[src/rtl/pipe_hazard_ctl.sv]
// Pipeline hazard sequencer: load-use bubbles, taken-branch flush, memory-wait stall and timeout.
// Control outputs are combinational. mem_timeout and stall_count are registered.
module pipe_hazard_ctl #(
  parameter int TIMEOUT = 16,
  parameter int CNT_W   = 16
) (
  input  logic             clk,
  input  logic             reset,
  input  logic             idex_memread,
  input  logic [4:0]       idex_rt,
  input  logic [4:0]       ifid_rs,
  input  logic [4:0]       ifid_rt,
  input  logic             exmem_branch,
  input  logic             exmem_zero,
  input  logic             exmem_memread,
  input  logic             exmem_memwrite,
  input  logic             dmem_ready,
  output logic             pc_write,
  output logic             ifid_write,
  output logic             ifid_flush,
  output logic             idex_flush,
  output logic             exmem_flush,
  output logic             exmem_hold,
  output logic             dmem_req,
  output logic             mem_timeout,
  output logic [CNT_W-1:0] stall_count
);

  localparam int WCNT_W = (TIMEOUT > 1) ? $clog2(TIMEOUT) : 1;
  localparam logic [WCNT_W-1:0] WCNT_LAST = WCNT_W'(TIMEOUT - 1);

  typedef enum logic [1:0] {RUN, MEM_WAIT, ERROR} state_t;

  state_t            state_q, state_d;
  logic [WCNT_W-1:0] wcnt_q, wcnt_d;
  logic              timeout_d;
  logic              memop, taken, luse;
  logic              pc_wr_c, ifid_wr_c, ifid_fl_c, idex_fl_c, exmem_fl_c, hold_c, req_c;

  assign memop = exmem_memread | exmem_memwrite;
  assign taken = exmem_branch & exmem_zero;
  assign luse  = idex_memread & (idex_rt != 5'd0) &
                 ((idex_rt == ifid_rs) | (idex_rt == ifid_rt));

  always_comb begin
    pc_wr_c    = 1'b1;
    ifid_wr_c  = 1'b1;
    ifid_fl_c  = 1'b0;
    idex_fl_c  = 1'b0;
    exmem_fl_c = 1'b0;
    hold_c     = 1'b0;
    req_c      = 1'b0;
    state_d    = state_q;
    wcnt_d     = wcnt_q;
    timeout_d  = mem_timeout;
    case (state_q)
      RUN: begin
        if (memop && !dmem_ready) begin
          req_c     = 1'b1;
          hold_c    = 1'b1;
          pc_wr_c   = 1'b0;
          ifid_wr_c = 1'b0;
          state_d   = MEM_WAIT;
          wcnt_d    = '0;
        end else if (memop) begin
          req_c = 1'b1;
        end else if (taken) begin
          ifid_fl_c  = 1'b1;
          idex_fl_c  = 1'b1;
          exmem_fl_c = 1'b1;
        end else if (luse) begin
          pc_wr_c   = 1'b0;
          ifid_wr_c = 1'b0;
          idex_fl_c = 1'b1;
        end
      end
      MEM_WAIT: begin
        // Request stays up through the release cycle so the access completes.
        req_c = 1'b1;
        if (dmem_ready) begin
          state_d = RUN;
        end else begin
          hold_c    = 1'b1;
          pc_wr_c   = 1'b0;
          ifid_wr_c = 1'b0;
          if (wcnt_q == WCNT_LAST) begin
            state_d   = ERROR;
            timeout_d = 1'b1;
          end else begin
            wcnt_d = wcnt_q + 1'b1;
          end
        end
      end
      ERROR: begin
        pc_wr_c   = 1'b0;
        ifid_wr_c = 1'b0;
        hold_c    = 1'b1;
      end
      default: state_d = RUN;
    endcase
  end

  // Reset forces every control output low regardless of state.
  always_comb begin
    pc_write    = reset & pc_wr_c;
    ifid_write  = reset & ifid_wr_c;
    ifid_flush  = reset & ifid_fl_c;
    idex_flush  = reset & idex_fl_c;
    exmem_flush = reset & exmem_fl_c;
    exmem_hold  = reset & hold_c;
    dmem_req    = reset & req_c;
  end

  always_ff @(posedge clk or negedge reset) begin
    if (!reset) begin
      state_q     <= RUN;
      wcnt_q      <= '0;
      mem_timeout <= 1'b0;
      stall_count <= '0;
    end else begin
      state_q     <= state_d;
      wcnt_q      <= wcnt_d;
      mem_timeout <= timeout_d;
      if (!pc_wr_c && (state_q != ERROR) && (stall_count != {CNT_W{1'b1}}))
        stall_count <= stall_count + 1'b1;
    end
  end

endmodule

[config.mk]
export PLATFORM = sky130hd
export DESIGN_NAME = pipe_hazard_ctl
export DESIGN_NICKNAME = d
export VERILOG_FILES = /design/src/rtl/pipe_hazard_ctl.sv
export SDC_FILE = /design/constraint.sdc
export NUM_CORES = 1
export LEC_CHECK = 0
export ABC_AREA = 1
export BUFFER_PORTS_ARGS = -buffer_cell sky130_fd_sc_hd__clkbuf_2
export CORE_MARGIN = 1.5
export CORE_UTILIZATION = 45
export DETAILED_ROUTE_END_ITERATION = 8
export PLACE_DENSITY = 0.7
export SYNTH_ARGS = -nofsm -noshare
export SYNTH_HDL_FRONTEND = slang
export SYNTH_SLANG_ARGS = --single-unit
export TNS_END_PERCENT = 20
[constraint.sdc]
create_clock -name clk -period 2.8 [get_ports clk]
set_input_delay 0.28 -clock clk [delete_from_list [all_inputs] [get_ports clk]]
set_output_delay 0.28 -clock clk [all_outputs]
set_load 0.02 [all_outputs]
==> flow_summary_export.csv <==
group,metric,value,unit
synthesis,ys_seq_area_share,33.7,%
global_route,grt_max_degree,26,
timing,hold_ws,0.356,ns
clocking,numCtsBuffers,3,
timing,period_share,72.4,%
clocking,clk_pin_slew_worst_paths,0.08,ns
routing,ant_nets,0,
timing,maxSlewViolCount,0,
global_route,track_usage,18.9,%
floorplan,die_area,4170,sq um
hold_path,hold_path.class,"in2reg",
power_and_ir_drop,power.density,297,nW/um^2
layout,diodes,0,
setup_path,crit_type,"in2out",
layout,nFillCells,361,
global_route,grt_pass1_wl,6.35,mm
placed_design,gp_congestion,0.860,
synthesis,synth_seq_cells,23,
setup_path,worst_ep_arrival_time,1.75,ns
floorplan,die_h,64.6,microns
setup_path,crit_end,"exmem_hold",
floorplan,start_util,46.6,%
timing,setup_viol_count_final,0,
setup_path,r2r_cells,9,
routing,vias_per_cell,4.81,
setup_path,worstPathMaxFanout,25,
global_route,antenna_found_initial,0,
layout,mostFrequentLayoutCell,"nand2_1",
synthesis,syn_inst,236,
power_and_ir_drop,vdd_drop_max,0.000242,V
setup_path,r2r_slack,1.02,ns
placed_design,port_buffers,46,
power_and_ir_drop,power.leakage,0.00112,uW
routing,dr.pass1.iters,4,
clocking,cts.repair.resized,0,
setup_path,cp-end-kind,"primary output",
placed_design,hpwlAfterDp,2.69,mm
clocking,htreeDepth,1,
timing,finalCriticalPeriod,2.03,ns
timing,relSlewSlack,72.6,%
setup_path,r2r-end,"stall_count[4]",
run_status,status,"complete, no violations",
setup_path,crit_path_start,"reset",
setup_path,worstPathRequired,2.52,ns
floorplan,die-width,64.6,microns
clocking,cts_num_sinks,23,
routing,via_count,1586,
floorplan,io_pins,47,
synthesis,avgSynthCellArea,7.23,sq um
synthesis,synth_cell_types,32,
clocking,tritoncts,"built",
timing,finalSetupTns,0,ns
layout,final_cell_mix,"nand2_1 (75), clkbuf_2 (46), inv_1 (31)",
layout,multi_input_area,931,sq um
clocking,cts-root-buf,"clkbuf_8",
timing,rsz0062_at_grt,"false",
setup_path,start_kind,"input pin",
power_and_ir_drop,p_sw_share,23.4,%
floorplan,fp-row-count,22,
routing,wl_per_cell,10.7,microns
clocking,clkLatencyLatePin,0.26,ns
layout,seq_area,576,sq um
timing,hold_viol_final,0,
power_and_ir_drop,p_int,455,uW
power_and_ir_drop,pwr-share-comb,9.8,%
synthesis,synthesis.area,1710,sq um
routing,first_iter_violations,83,
routing,drc_errors,0,
timing,finClkSkew,0.00661,ns
layout,areaGrowthSynthToFinish,17.4,%
flow_run,cap_violations,0,
global_route,grt_overflow_total,0,
timing,tightest_slew,0.410,ns
timing,fmax,494,MHz
power_and_ir_drop,power.switching,139,uW
synthesis,syn-num-nets,261,
clocking,ctsLongestPathBuffers,2,
routing,wirelength,3.54,mm
floorplan,core,3660,sq um
layout,nNetsFinal,308,
synthesis,yosys_warnings,0,
layout,drive_above_1_share,25.5,%
power_and_ir_drop,pwr-share-clk,34.4,%
power_and_ir_drop,seqPwrFrac,55.8,%
global_route,grt_pass1_vias,1472,
setup_path,reg2reg_from,"stall_count[0]",
-- power by group through the flow --
stage	sequential, uW	combinational, uW	clock [uW]
6_report	332	58.3	205
5_1_grt	332	67.3	229
4_1_cts	332	59.4	216
3_5_place_dp	338	58.1	0
3_3_place_gp	338	57.4	0
2_1_floorplan	339	26.6	0
-- synth_stat cells (all sizes together) --
library cell / count / area share [%]
dfrtp: 23 / 34
clkinv: 1 / 0.22
a211oi: 2 / 0.88
ha: 2 / 1.5
nand3: 12 / 4.5
a21oi: 3 / 1.8
nand4: 22 / 9.3
nand2: 79 / 18
nor2: 16 / 3.7
xor2: 9 / 4.6
nor3b: 1 / 0.44
nor3: 12 / 4.7
buf: 6 / 3.4
o21ai: 3 / 0.88
nor4: 1 / 0.37
xnor2: 6 / 3.1
a32o: 1 / 0.59
inv: 37 / 8.1
-- flip-flops by register name, indices dropped and copies added (netlist names) --
register,cells
mem_timeout,1
stall_count,16
state_q,2
wcnt_q,4
-- layout make-up --
type                            instances  share of cell area [%]
Multi-Input combinational cell        169                    46.5
Sequential cell                        23                    28.7
Timing Repair Buffer                   48                    12.4
Inverter                               38                    7.12
Tap cell                               48                    3.00
Clock buffer                            3                    2.06
Clock inverter                          1                   0.250
-- metal layers --
layer / vias to the layer above / global-route usage [%] / part of all wire, %
li1: 851 / - / -
met1: 700 / 25.6 / 50
met2: 33 / 32.0 / 45
met3: 2 / 2.60 / 3.6
met4: 0 / 4.79 / 0.87
met5: - / 0 / 0
-- what timing repair did --
item	in CTS	in global routing
setup buffers	0	0
hold buffers	1	0
hold endpoints to repair	14	0
setup endpoints to repair	0	0
-- critical path, stage by stage --
cell	delay, ns
dlygate4sd3_1	0.52
clkbuf_2	0.09
buf_4	0.30
inv_1	0.12
nor3_1	0.22
clkbuf_2	0.20
-- worst min path at each step --
| stage | endpoint | cells past startpoint | from |
|---|---|---|---|
| floorplan | mem_timeout | 0 | reset |
| global placement | wcnt_q[0] | 2 | reset |
| detailed placement | wcnt_q[0] | 2 | reset |
| CTS | wcnt_q[2] | 4 | dmem_ready |
| global route | wcnt_q[2] | 4 | dmem_ready |
| finish | wcnt_q[2] | 4 | dmem_ready |
-- logic make-up (layout without fill, tap and decap cells) --
group	after synthesis	in the layout	share of synthesized area, %
fa+ha+maj	2	2	1.47
xor+xnor	15	15	7.70
simple gates	143	143	41.3
compound gates	9	9	4.11
flops	23	23	33.7
buf+inv	44	90	11.7
-- metrics by stage --
step | setup WS, ns | power, uW | util (%) | cells | area (sq um)
after CTS | 0.754 | 607 | 54.7 | 330 | 2000
after detailed placement | 0.923 | 397 | 53.2 | 325 | 1950
after floorplan | 0.909 | 365 | - | 236 | 1710
after global routing | 0.645 | 628 | 54.7 | 330 | 2000
final | 0.774 | 595 | 54.7 | 330 | 2000
after global placement | 0.934 | 396 | 53.2 | 325 | 1950
Power figures use the tool's default switching activity.
